[config.mk]
export PLATFORM = sky130hd
export DESIGN_NAME = csc_column_walker
export DESIGN_NICKNAME = d
export VERILOG_FILES = /design/src/rtl/csc_column_walker_pkg.sv /design/src/rtl/csc_column_walker.sv
export SDC_FILE = /design/constraint.sdc
export NUM_CORES = 1
export LEC_CHECK = 0
export ABC_CLOCK_PERIOD_IN_PS = 2600
export CAP_MARGIN = 5
export CORE_MARGIN = 3
export CORE_UTILIZATION = 40
export DETAILED_ROUTE_END_ITERATION = 12
export GPL_TIMING_DRIVEN = 1
export MAX_ROUTING_LAYER = met4
export PLACE_DENSITY = 0.68
export SYNTH_ARGS = -nofsm -noshare
export SYNTH_HDL_FRONTEND = slang
export SYNTH_SLANG_ARGS = --single-unit
[constraint.sdc]
create_clock -name clock -period 2.6 [get_ports clock]
set_input_delay 0.26 -clock clock [delete_from_list [all_inputs] [get_ports clock]]
set_output_delay 0.26 -clock clock [all_outputs]
set_load 0.01 [all_outputs]
[src/rtl/csc_column_walker_pkg.sv]
// Shared definitions for the CSC column walker.
// Widths of the spad address/index buses, the reserved entry values, and
// the walker state encoding.
package csc_column_walker_pkg;

    localparam int ADDR_W     = 7;
    localparam int IDX_W      = 5;
    localparam int SPAD_DEPTH = 32;

    localparam logic [ADDR_W-1:0] ADDR_TERM      = 7'd0;
    localparam logic [ADDR_W-1:0] ADDR_UNWRITTEN = 7'd127;
    localparam logic [IDX_W-1:0]  LAST_COL       = IDX_W'(SPAD_DEPTH - 1);

    typedef enum logic [2:0] {
        IDLE,
        SEEK,
        LOAD,
        EMIT,
        DONE
    } state_t;

endpackage

[src/rtl/csc_column_walker.sv]
// Walks a zero-terminated CSC address vector held in the later address spad
// and turns consecutive cumulative end pointers into (column, start, length)
// descriptors presented on a valid/ready interface to the MAC datapath.
// Flags unwritten entries, non-monotonic pointers and a missing terminator.
//
// Ports
//   clock, reset            clock, synchronous active-high reset
//   start, start_col        begin a walk at start_col (only when idle)
//   abort                   return to idle next cycle, no done pulse
//   busy, done              walk in progress / one-cycle end-of-walk pulse
//   err_unwritten/order/overflow   sticky error flags, cleared by start
//   addr_in                 spad data_out for the current read pointer
//   spad_read_idx(_en)      load the spad read pointer
//   spad_addr_read_inc      advance the spad read pointer
//   col_valid, col_ready    descriptor handshake
//   col_idx/start/len       descriptor payload
//
// state | meaning
// IDLE  | waiting for start
// SEEK  | reading entry start_col-1 to obtain the first column's start
// LOAD  | reading entry col, building the descriptor
// EMIT  | presenting the descriptor until col_ready
// DONE  | one-cycle done pulse
module csc_column_walker
    import csc_column_walker_pkg::*;
#(
    parameter bit SKIP_EMPTY = 1'b0
) (
    input  logic              clock,
    input  logic              reset,
    input  logic              start,
    input  logic [IDX_W-1:0]  start_col,
    input  logic              abort,
    output logic              busy,
    output logic              done,
    output logic              err_unwritten,
    output logic              err_order,
    output logic              err_overflow,
    input  logic [ADDR_W-1:0] addr_in,
    output logic [IDX_W-1:0]  spad_read_idx,
    output logic              spad_read_idx_en,
    output logic              spad_addr_read_inc,
    output logic              col_valid,
    input  logic              col_ready,
    output logic [IDX_W-1:0]  col_idx,
    output logic [ADDR_W-1:0] col_start,
    output logic [ADDR_W-1:0] col_len
);

    state_t              state_q, state_d;
    logic [IDX_W-1:0]    col_q, col_d;
    logic [ADDR_W-1:0]   prev_q, prev_d;
    logic [ADDR_W-1:0]   end_q, end_d;
    logic [IDX_W-1:0]    col_idx_d;
    logic [ADDR_W-1:0]   col_start_d, col_len_d;
    logic                err_unwritten_d, err_order_d, err_overflow_d;
    logic                advance;

    always_ff @(posedge clock) begin
        if (reset) begin
            state_q       <= IDLE;
            col_q         <= '0;
            prev_q        <= '0;
            end_q         <= '0;
            col_idx       <= '0;
            col_start     <= '0;
            col_len       <= '0;
            err_unwritten <= 1'b0;
            err_order     <= 1'b0;
            err_overflow  <= 1'b0;
        end else begin
            state_q       <= state_d;
            col_q         <= col_d;
            prev_q        <= prev_d;
            end_q         <= end_d;
            col_idx       <= col_idx_d;
            col_start     <= col_start_d;
            col_len       <= col_len_d;
            err_unwritten <= err_unwritten_d;
            err_order     <= err_order_d;
            err_overflow  <= err_overflow_d;
        end
    end

    always_comb begin
        state_d            = state_q;
        col_d              = col_q;
        prev_d             = prev_q;
        end_d              = end_q;
        col_idx_d          = col_idx;
        col_start_d        = col_start;
        col_len_d          = col_len;
        err_unwritten_d    = err_unwritten;
        err_order_d        = err_order;
        err_overflow_d     = err_overflow;
        spad_read_idx      = '0;
        spad_read_idx_en   = 1'b0;
        spad_addr_read_inc = 1'b0;
        advance            = 1'b0;

        // Abort freezes everything except the state, so no strobe, no
        // error update and no descriptor change leaks out in that cycle.
        if (abort) begin
            state_d = IDLE;
        end else begin
            case (state_q)
                IDLE: begin
                    if (start) begin
                        err_unwritten_d  = 1'b0;
                        err_order_d      = 1'b0;
                        err_overflow_d   = 1'b0;
                        col_d            = start_col;
                        prev_d           = '0;
                        spad_read_idx_en = 1'b1;
                        if (start_col == '0) begin
                            state_d = LOAD;
                        end else begin
                            spad_read_idx = start_col - 1'b1;
                            state_d       = SEEK;
                        end
                    end
                end

                SEEK: begin
                    if (addr_in == ADDR_TERM) begin
                        // Inc on the terminator lets the spad rewind itself.
                        spad_addr_read_inc = 1'b1;
                        state_d            = DONE;
                    end else if (addr_in == ADDR_UNWRITTEN) begin
                        err_unwritten_d = 1'b1;
                        state_d         = DONE;
                    end else begin
                        prev_d             = addr_in;
                        spad_addr_read_inc = 1'b1;
                        state_d            = LOAD;
                    end
                end

                LOAD: begin
                    if (addr_in == ADDR_TERM) begin
                        spad_addr_read_inc = 1'b1;
                        state_d            = DONE;
                    end else if (addr_in == ADDR_UNWRITTEN) begin
                        err_unwritten_d = 1'b1;
                        state_d         = DONE;
                    end else if (addr_in < prev_q) begin
                        err_order_d = 1'b1;
                        state_d     = DONE;
                    end else begin
                        // Order already checked, so the length cannot wrap.
                        col_idx_d   = col_q;
                        col_start_d = prev_q;
                        col_len_d   = addr_in - prev_q;
                        end_d       = addr_in;
                        if (SKIP_EMPTY && (addr_in == prev_q)) begin
                            advance = 1'b1;
                            state_d = LOAD;
                        end else begin
                            state_d = EMIT;
                        end
                    end
                end

                EMIT: begin
                    if (col_ready) begin
                        advance = 1'b1;
                        state_d = LOAD;
                    end
                end

                DONE: begin
                    state_d = IDLE;
                end

                default: begin
                    state_d = IDLE;
                end
            endcase

            // end_d holds the current column's end in both LOAD (fresh)
            // and EMIT (registered), so one advance path serves both.
            if (advance) begin
                prev_d             = end_d;
                spad_addr_read_inc = 1'b1;
                col_d              = col_q + 1'b1;
                if (col_q == LAST_COL) begin
                    err_overflow_d = 1'b1;
                    state_d        = DONE;
                end
            end
        end
    end

    assign busy      = (state_q == SEEK) || (state_q == LOAD) || (state_q == EMIT);
    assign done      = (state_q == DONE);
    assign col_valid = (state_q == EMIT);

endmodule

==> run metrics, run 1 <==
final setup vio count 0; CP Cell Sequence or3b_4 -> nor2_1 -> o21ai_0 -> a21oi_1 -> clkdlybuf4s50_1; final-report hold violation count 0; routability congestion estimate 0.9082; startpoint types flip-flop; IO buf count 48; setup TNS 0 ns; drt total wl 6482 um; Die Span X 85.35 um; Clock Skews 0.003782 ns; Top Ports 49; peak supply drop 0.2208 mV; hold endpoint col_start[2]; Fmax 0.4160 GHz; initial antenna violation count 0; grt ovf 0; CTS max path bufs 2; Max-Slew Margin vs Limit 63.64%; Worst Tran Pin Value 0.5449 ns; first-pass GRT wire length 11150 um; sequential area share after synthesis 34.97%; outcome completed; largest net degree at the start of global routing 26; Via density 5.488; Clock Root Buffer clkbuf_8; min-delay worst type flip-flop to flip-flop; worst hold start prev_q[2]; CP max-delay cell clkdlybuf4s50_1; Primary FF master, synth dfxtp_1; die area 0.007285 mm^2; Async SR Flop Fraction 0%; dpl cells 433; Hold WS 0.4786 ns; H-tree depth 2; hold depth 2; share of post-route cells with drive strength above 1 11.48%; R2R Setup Slk 0.40 ns; period utilisation layout 92.46%; CTS Buf Count 5; area post-placement 0.003139 mm^2; Iter 0 DRT Violations 135; TritonCTS clock tree yes; Cell Pwr Density 422.0 mW/mm^2; row cnt 28; Reg clk slew, reported paths 0.08 ns; crit path buf inv count 1; Leak 1.187 nW; CP Class flip-flop to output pin; Final Total Pwr 1.369 mW; ant diodes 0; critical path required time 2.34 ns; average cell area after synthesis 8.099 um^2; Synth cell types 53; fillers 607; Final WS setup 0.1961 ns; vias in the first global route 2362; hpwl dp 4742 um; Post-Syn Area 0.002519 mm^2; Die Ht 85.35 um; unrepaired setup endpoints after global routing false; Largest stage delay, worst path 0.55 ns; area of the core 0.006026 mm^2; All-Layer GR Usage 19.24%; Final Non-Filler Cells 441; minimum clock period 2.404 ns; final core utilization 53.84%; post-route ant nets 0; initial core utilization 41.80%; Area Growth Syn to Fin 28.81%; CTS sink count 44; Crit Reg-Reg Startpoint prev_q[4]; Setup crit start state_q[2]; Syn Inst Count 311; CP Data Arrival Time 2.14 ns; Setup WS pre-CTS 0.07481 ns; Nets 394; FF-to-FF End col_len[0]; largest fanout on the critical path 13; cell count of the worst reg-to-reg path 8; Worst Setup End Kind output pin; count of flip-flops with a built-in enable after synthesis 0; cell family with most CP delay simple AND/OR/NAND/NOR gates; DR WL/cell 14.70 um; max-cap violations 0; CTS Hold Bufs 0; First-pass DRT Iterations 4; Synth Register Bits 44; Remaining DRCs 0; count of warnings emitted by yosys 0; Final Max Tran Viols 0; Finished Cell Area 0.003244 mm^2; syn nets 340; DR vias 2420; Skew-Pair Late Insertion Delay 0.30 ns
[logic make-up (layout without fill, tap and decap cells)]
kind of cell             Yosys count  in the layout  share of synthesized area [%]
AO/OA/AOI/OAI                    101            101                          24.94
XOR/XNOR                           8              8                          2.782
adder cells (fa/ha/maj)           12             12                          6.259
buffers and inverters             32             87                          6.607
flip-flops                        44             44                          34.97
multiplexers                       7              7                          3.130
AND/OR/NAND/NOR                  107            107                          21.31
[tightest hold or removal path, delay by kind of cell, from the launching register on]
family           cells  cell delay, ns
AO/OA/AOI/OAI        1            0.05
AND/OR/NAND/NOR      1            0.07
flip-flops           1            0.32
[where the power goes]
part	switching, mW	internal (mW)	total [mW]
sequential	0.0100	0.682	0.692
clock	0.232	0.212	0.444
combinational	0.124	0.108	0.232
[metal layers]
metal | wire [um] | vias to the layer above | track usage [%]
li1 | - | 1228 | -
met1 | 3025 | 1115 | 24.42
met2 | 3045 | 69 | 30.93
met3 | 340 | 8 | 3.495
met4 | 71 | 0 | 6.187
met5 | 0 | - | -
[sequential cells by signal (all words and copies together), names as in the netlist, 3 cells and up]
signal     cells
col_q          5
prev_q         7
end_q          7
col_start      7
col_idx        5
col_len        7
state_q        3
[cell type report]
class,count,area (um^2),area share (%)
Clock inverter,2,10.01,0.3085
Tap cell,75,93.84,2.892
Clock buffer,6,82.58,2.545
Inverter,12,45.04,1.388
Timing Repair Buffer,67,648.1,19.98
Multi-Input combinational cell,235,1484,45.74
Sequential cell,44,880.8,27.15
[layout by cell type (no fill, tap or decap), types with 4 or more instances in the layout]
cell and n:
clkdlybuf4s50_1 48, dfxtp_1 44, o21ai_0 32, a21oi_1 32, nor2_1 31, nand3_1 29, nand2_1 17, buf_4 17
inv_1 12, ha_1 11, a22oi_1 8, mux2_2 7, clkbuf_8 6, nor2b_1 5, xnor2_1 4, and3_1 4
xor2_1 4, a21o_1 4
[cell usage after synthesis, types with 2 or more instances]
| cell type | instances | share of area [%] |
|---|---|---|
| a22oi_1 | 8 | 2.4 |
| inv_1 | 12 | 1.8 |
| nor3_1 | 3 | 0.60 |
| buf_2 | 4 | 0.79 |
| clkbuf_1 | 8 | 1.2 |
| and3_1 | 4 | 0.99 |
| mux2_2 | 7 | 3.1 |
| nor2_1 | 31 | 4.6 |
| nor2b_1 | 5 | 1.2 |
| or3_1 | 2 | 0.50 |
| a21boi_0 | 2 | 0.60 |
| a211oi_1 | 3 | 0.89 |
| nand2_1 | 17 | 2.5 |
| a21oi_1 | 32 | 6.4 |
| o21ai_0 | 32 | 6.4 |
| a311oi_1 | 3 | 1.0 |
| xor2_1 | 4 | 1.4 |
| o21a_1 | 3 | 0.89 |
| buf_6 | 3 | 1.3 |
| nand2b_1 | 2 | 0.50 |
| xnor2_1 | 4 | 1.4 |
| o31a_1 | 2 | 0.70 |
| dfxtp_1 | 44 | 35 |
| a21o_1 | 4 | 1.2 |
| and2_1 | 2 | 0.50 |
| nand3_1 | 29 | 5.8 |
| ha_1 | 11 | 5.5 |
| buf_4 | 5 | 1.5 |
[worst max-delay path by stage]
stage / endpoint / slack, ns / cells after the start
final: spad_addr_read_inc / 0.20 / 5
after global routing: spad_addr_read_inc / 0.02 / 7
after CTS: spad_read_idx[4] / 0.12 / 7
after detailed placement: col_len[2] / 0.07 / 8
after global placement: spad_read_idx[3] / 0.16 / 7
after floorplan: col_start[0] / 0.71 / 8
[repair_timing]
action | in CTS | in global routing
setup buffers | 0 | 0
endpoints found under the setup margin | 0 | 6
resized for setup | 0 | 2
(Power assumes the default switching activity.)
==> run 2: changes to the inputs <==
--- a/config.mk
+++ b/config.mk
@@ -9,6 +9,8 @@
 export CAP_MARGIN = 5
 export CORE_MARGIN = 3
 export CORE_UTILIZATION = 40
+export CTS_BUF_LIST = sky130_fd_sc_hd__clkbuf_8
+export CTS_CLUSTER_DIAMETER = 150
 export DETAILED_ROUTE_END_ITERATION = 12
 export GPL_TIMING_DRIVEN = 1
 export MAX_ROUTING_LAYER = met4
==> results of run 2 <==
Same layout as run 1: the final DEF is identical, and so are final timing and power.
==> edit 1, RTL diff (settings of run 2) <==
The package constant `IDX_W` goes from 5 to 6.
--- a/src/rtl/csc_column_walker_pkg.sv
+++ b/src/rtl/csc_column_walker_pkg.sv
@@ -4,7 +4,7 @@
 package csc_column_walker_pkg;
 
     localparam int ADDR_W     = 7;
-    localparam int IDX_W      = 5;
+    localparam int IDX_W      = 6;
     localparam int SPAD_DEPTH = 32;
 
     localparam logic [ADDR_W-1:0] ADDR_TERM      = 7'd0;
Ports: changed (resized col_idx, spad_read_idx and start_col); port bits go from 49 to 52. No check against the original RTL was run, so the function may have changed too.
==> edit 1 against run 2 <==
Cell area is 5.6% higher; synthesized area is 3.0% higher; fmax is 0.25% lower; worst setup slack worse by 0.0061 ns; first-iteration DRC count is 2.2% higher; wire length is 6.2% higher; sequential cell count is 2 higher; count of clock-buffer cells in the layout is 1 lower; sequential power is 7.1% higher; total power is 17% higher; synthesized cell count is 2.9% higher; largest cell class unchanged.
==> edit 1: results (changes against run 2) <==
[metrics] switching power total: 0.449 mW (+22%)
[metrics] Register-to-Register Setup Slack: 0.46 ns (+0.06 ns)
[metrics] pin count of the biggest net entering global routing: 27 (+3.8%)
[metrics] post-synth net total: 349 (+2.6%)
[metrics] outcome: completed
[metrics] dominant cells by area after synthesis: sky130_fd_sc_hd__dfxtp_1, sky130_fd_sc_hd__a21oi_1, sky130_fd_sc_hd__nand3_1, sky130_fd_sc_hd__ha_1, sky130_fd_sc_hd__a311oi_1
[metrics] post-synthesis cell count: 320 (+2.9%)
[metrics] post-layout instance count excluding filler cells: 459 (+4.1%)
[metrics] final RePlAce weighted congestion: 0.891 (-1.9%)
[metrics] maximum fanout along the worst path: 6 (-7)
[metrics] Total Wirelength: 6.89 mm (+6.2%)
[metrics] leading post-synthesis cells by instance count: sky130_fd_sc_hd__dfxtp_1, sky130_fd_sc_hd__a21oi_1, sky130_fd_sc_hd__nand3_1
[metrics] hold_sp: col_start[2]$_SDFFE_PP0P_
[metrics] Leakage Power: 1.21 nW (+2.3%)
[metrics] total number of nets in the final design: 412 (+4.6%)
[metrics] vias in the first global route: 2375 (+0.55%)
[metrics] Area after DPL: 0.00331 sq mm (+5.5%)
[metrics] worst-case hold slack: 0.479 ns (+0.000142 ns)
[metrics] worst reg2reg endpoint: col_len[6]$_SDFFE_PP0P_
[metrics] wire length of the first global-routing pass: 11.4 mm (+2.2%)
[metrics] number of distinct library cells after synthesis: 55 (+3.8%)
[metrics] fraction of final layout cells sized beyond drive strength 1: 0.133 (+0.0181)
[metrics] placed insts: 451 (+4.2%)
[metrics] worst ir drop on vdd: 0.346 mV (+57%)
[metrics] fillcell total: 587 (-3.3%)
[metrics] Port Buffers: 51 (+6.3%)
[metrics] count of routing violations after the opening detailed-route iteration: 138 (+2.2%)
[metrics] Tightest Pin Transition: 0.488 ns (-0.0570 ns)
[metrics] Clk Tree Root Cell: sky130_fd_sc_hd__clkbuf_8
[metrics] vias after detailed routing: 2592 (+7.1%)
[metrics] maximum clock skew at final layout: 0.0132 ns (+0.00939 ns)
[metrics] worst reg2reg startpoint: prev_q[0]$_SDFFE_PP0P_
[metrics] share of the yosys chip area belonging to registers: 0.355 (+0.00531)
[metrics] CP max stage delay: 0.56 ns
[metrics] cell type group with the largest total delay on the critical path: buffers and inverters
[metrics] hold path endpoint: col_start[2]$_SDFFE_PP0P_
[metrics] post-CTS setup buffer count: 0 (unchanged)
[metrics] total routing resource utilization after global routing: 0.196 (+0.00325)
-- edit 1: cell count changes after synthesis, moves of 4 or more --
cell,change
sky130_fd_sc_hd__a21oi_1,+13
sky130_fd_sc_hd__a311oi_1,+8
sky130_fd_sc_hd__buf_4,-4
sky130_fd_sc_hd__clkbuf_1,+5
sky130_fd_sc_hd__inv_1,+4
sky130_fd_sc_hd__mux2_2,-7
sky130_fd_sc_hd__nor2_1,-12
sky130_fd_sc_hd__nor2b_1,-4
sky130_fd_sc_hd__o21ai_0,-14
sky130_fd_sc_hd__o21ai_1,+15
-- edit 1: worst max path at each step --
stage,startpoint,endpoint,slack (ns),cells after the start
final,start_col[1],spad_read_idx[3],0.19,7
after global routing,addr_in[3],spad_addr_read_inc,0.05,7
after CTS,start_col[1],spad_read_idx[3],0.19,7
after detailed placement,addr_in[3],spad_addr_read_inc,-0.06,7
after global placement,addr_in[3],spad_addr_read_inc,-0.06,7
after floorplan,prev_q[2]$_SDFFE_PP0P_,col_start[2]$_SDFFE_PP0P_,0.55,9
-- edit 1: cell families (layout without fill, tap and decap cells) --
kind of cell / after synthesis / after routing / share of synthesized area
xor+xnor: 9 / 9 / 0.0304
compound gates: 121 / 121 / 0.290
buf+inv: 41 / 105 / 0.0748
simple gates: 92 / 92 / 0.194
flops: 46 / 46 / 0.355
fa+ha+maj: 11 / 11 / 0.0560
-- edit 1: per-stage QoR --
step                      setup WS (ns)  utilization
after CTS                         0.189        0.562
final                             0.190        0.562
after global placement          -0.0642        0.543
after global routing             0.0537        0.562
after detailed placement        -0.0572        0.543
after floorplan                   0.552            -
-- edit 1: metal layers --
metal | routed length, microns | part of all wire | global-route usage
met3 | 309 | 0.045 | 0.0295
met2 | 3230 | 0.47 | 0.301
met4 | 123 | 0.018 | 0.0694
met5 | 0 | 0 | -
met1 | 3230 | 0.47 | 0.262
-- edit 1: layout make-up --
cell class | count | area [sq um] | area share
clock buffer | 5 | 68.8 | 0.0201
clock inverter | 3 | 41.3 | 0.0121
inverter | 17 | 63.8 | 0.0186
multi-input combinational | 233 | 1500 | 0.437
sequential | 46 | 921 | 0.269
tap | 75 | 93.8 | 0.0274
timing repair buffer | 80 | 739 | 0.216
-- edit 1: power by group through the flow --
stage	sequential (mW)	clock (mW)	combinational [mW]
floorplan	0.749	0	0.190
global placement	0.756	0	0.329
detailed placement	0.756	0	0.333
CTS	0.740	0.534	0.335
global route	0.743	0.570	0.369
finish	0.741	0.528	0.336
-- edit 1: repair_timing --
item	4_1_cts	5_1_grt
hold buffers	0	0
resized for setup	2	0
setup endpoints to repair	1	0
==> edit 2, RTL diff (config.mk and constraints of run 2) <==
Made on the original files. Put one more register stage on the output `err_unwritten`, cleared by the reset. The value now appears one clock later. The other outputs are not delayed to match.
--- a/src/rtl/csc_column_walker.sv
+++ b/src/rtl/csc_column_walker.sv
@@ -47,6 +47,8 @@
     output logic [ADDR_W-1:0] col_len
 );
 
+    logic err_unwritten_s0;
+
     state_t              state_q, state_d;
     logic [IDX_W-1:0]    col_q, col_d;
     logic [ADDR_W-1:0]   prev_q, prev_d;
@@ -65,7 +67,7 @@
             col_idx       <= '0;
             col_start     <= '0;
             col_len       <= '0;
-            err_unwritten <= 1'b0;
+            err_unwritten_s0 <= 1'b0;
             err_order     <= 1'b0;
             err_overflow  <= 1'b0;
         end else begin
@@ -76,7 +78,7 @@
             col_idx       <= col_idx_d;
             col_start     <= col_start_d;
             col_len       <= col_len_d;
-            err_unwritten <= err_unwritten_d;
+            err_unwritten_s0 <= err_unwritten_d;
             err_order     <= err_order_d;
             err_overflow  <= err_overflow_d;
         end
@@ -90,7 +92,7 @@
         col_idx_d          = col_idx;
         col_start_d        = col_start;
         col_len_d          = col_len;
-        err_unwritten_d    = err_unwritten;
+        err_unwritten_d    = err_unwritten_s0;
         err_order_d        = err_order;
         err_overflow_d     = err_overflow;
         spad_read_idx      = '0;
@@ -195,5 +197,13 @@
     assign done      = (state_q == DONE);
     assign col_valid = (state_q == EMIT);
 
+    always_ff @(posedge clock) begin
+        if (reset) begin
+            err_unwritten <= '0;
+        end else begin
+            err_unwritten <= err_unwritten_s0;
+        end
+    end
+
 endmodule
 
Function: changed (a bounded check fails within 4 cycles, from zero or initial values and one cycle with reset high).
==> edit 2 against run 2 <==
Synthesized area rose by 2.1%; critical path type is now in -> out; sequential power grew 2%; clock power rose by 3%; largest cell class unchanged; first-iteration DRC count shrank 4.4%; wire length rose by 5.4%; synthesized cell count is 4.2% higher; highest routed layer unchanged; sequential cell count is 1 higher; total power is 2.5% higher; register-to-register slack better by 0.08 ns; non-clock buffer count up 3; utilization rose by 0.76 points; cell area up 2.0%; worst setup slack worse by 0.061 ns.
==> edit 2: results (changes against run 2) <==
[metrics] multiplexer share of the synthesized area: 0.0273 (-0.00405)
[metrics] vias after detailed routing: 2496 (+3.1%)
[metrics] ClkCell Share: 0.0284 (-0.000183)
[metrics] metal1 wirelength: 3.29 mm (+8.7%)
[metrics] detailed-placement wirelength estimate: 5.04 mm (+6.3%)
[metrics] pin count of the biggest net entering global routing: 35 (+35%)
[metrics] sinks on the clock net: 45 (+2.3%)
[metrics] number of distinct library cells after synthesis: 48 (-9.4%)
[metrics] Syn Area/Cell: 7.94 sq um (-2.0%)
[metrics] fillcell total: 598 (-1.5%)
[metrics] Total Wirelength: 6.83 mm (+5.4%)
[metrics] count of non-CTS buffers in the layout: 70 (+4.5%)
[metrics] Area after DPL: 0.00321 sq mm (+2.4%)
[metrics] leading post-synthesis cells by instance count: sky130_fd_sc_hd__dfxtp_1, sky130_fd_sc_hd__o21ai_0, sky130_fd_sc_hd__nand3_1
[metrics] share of the yosys chip area belonging to registers: 0.350 (+0.000638)
[metrics] Non-clock buffering overhead: 0.196 (-0.00393)
[metrics] clk_buf instances: 5 (-1)
[metrics] routed length on met2: 3.10 mm (+1.8%)
[metrics] outcome: completed
[metrics] CP Data Arrival Time: 2.21 ns (+0.07 ns)
[metrics] #MultiIn Comb: 240 (+2.1%)
[metrics] maximum clock skew at final layout: 0.00908 ns (+0.00529 ns)
[metrics] Leakage Power: 1.19 nW (+0.26%)
[metrics] Compound-Gate Fraction of Synth Area: 0.231 (-0.0187)
[metrics] fraction of standard cell area in multi-input logic: 0.455 (-0.00256)
[metrics] relative slew slack: 0.655 (+0.0188)
[metrics] xor and xnor area share after synthesis: 0.0204 (-0.00738)
[metrics] post-synth net total: 353 (+3.8%)
[metrics] fraction of final layout cells sized beyond drive strength 1: 0.102 (-0.0124)
[metrics] Min-Delay Path Depth: 3 (+1)
[metrics] total routing resource utilization after global routing: 0.186 (-0.00604)
[metrics] fraction of the mapped netlist area in adder cells: 0.0613 (-0.00128)
[metrics] dominant cells by area after synthesis: sky130_fd_sc_hd__dfxtp_1, sky130_fd_sc_hd__o21ai_0, sky130_fd_sc_hd__nand3_1, sky130_fd_sc_hd__a21oi_1, sky130_fd_sc_hd__ha_1
[metrics] vias in the first global route: 2350 (-0.51%)
-- edit 2: cell count changes in the layout (fill, tap and decap cells not counted), moves of 6 or more --
| cell | change |
|---|---|
| sky130_fd_sc_hd__mux2i_1 | +7 |
| sky130_fd_sc_hd__inv_1 | +6 |
| sky130_fd_sc_hd__a22oi_1 | -6 |
| sky130_fd_sc_hd__mux2_2 | -7 |
| sky130_fd_sc_hd__nand2b_1 | +8 |
| sky130_fd_sc_hd__nor2_1 | -7 |
-- edit 2: per-layer routing --
metal,vias up,global-route usage
met5,-,-
met1,1158,0.254
met2,64,0.290
met4,0,0.0467
met3,4,0.0295
li1,1270,-
-- edit 2: critical path: cells and delay by family --
| family | cells | cell delay (ns) |
|---|---|---|
| AO/OA/AOI/OAI | 1 | 0.11 |
| AND/OR/NAND/NOR | 3 | 0.77 |
| buffers and inverters | 2 | 1.07 |
-- edit 2: final timing paths --
kind | startpoint | to | slack, ns
worst max-delay path | addr_in[6] | spad_addr_read_inc | 0.13
worst max register to register | prev_q[4]$_SDFFE_PP0P_ | state_q[1]$_SDFF_PP0_ | 0.48
worst min-delay path | addr_in[4] | end_q[4]$_SDFFE_PP0N_ | 0.33
worst min register to register | end_q[5]$_SDFFE_PP0N_ | end_q[5]$_SDFFE_PP0N_ | 0.48
-- edit 2: per-stage QoR --
stage	hold WS, ns	util	power (mW)
floorplan	0.408	-	0.861
global placement	0.463	0.530	0.956
detailed placement	0.468	0.530	0.960
CTS	0.481	0.546	1.41
global route	0.364	0.546	1.46
finish	0.327	0.546	1.40
-- edit 2: report_power, final --
| part | total (mW) | internal (mW) | switching [mW] |
|---|---|---|---|
| combinational | 0.238 | 0.107 | 0.131 |
| sequential | 0.707 | 0.699 | 0.00835 |
| clock | 0.457 | 0.196 | 0.261 |
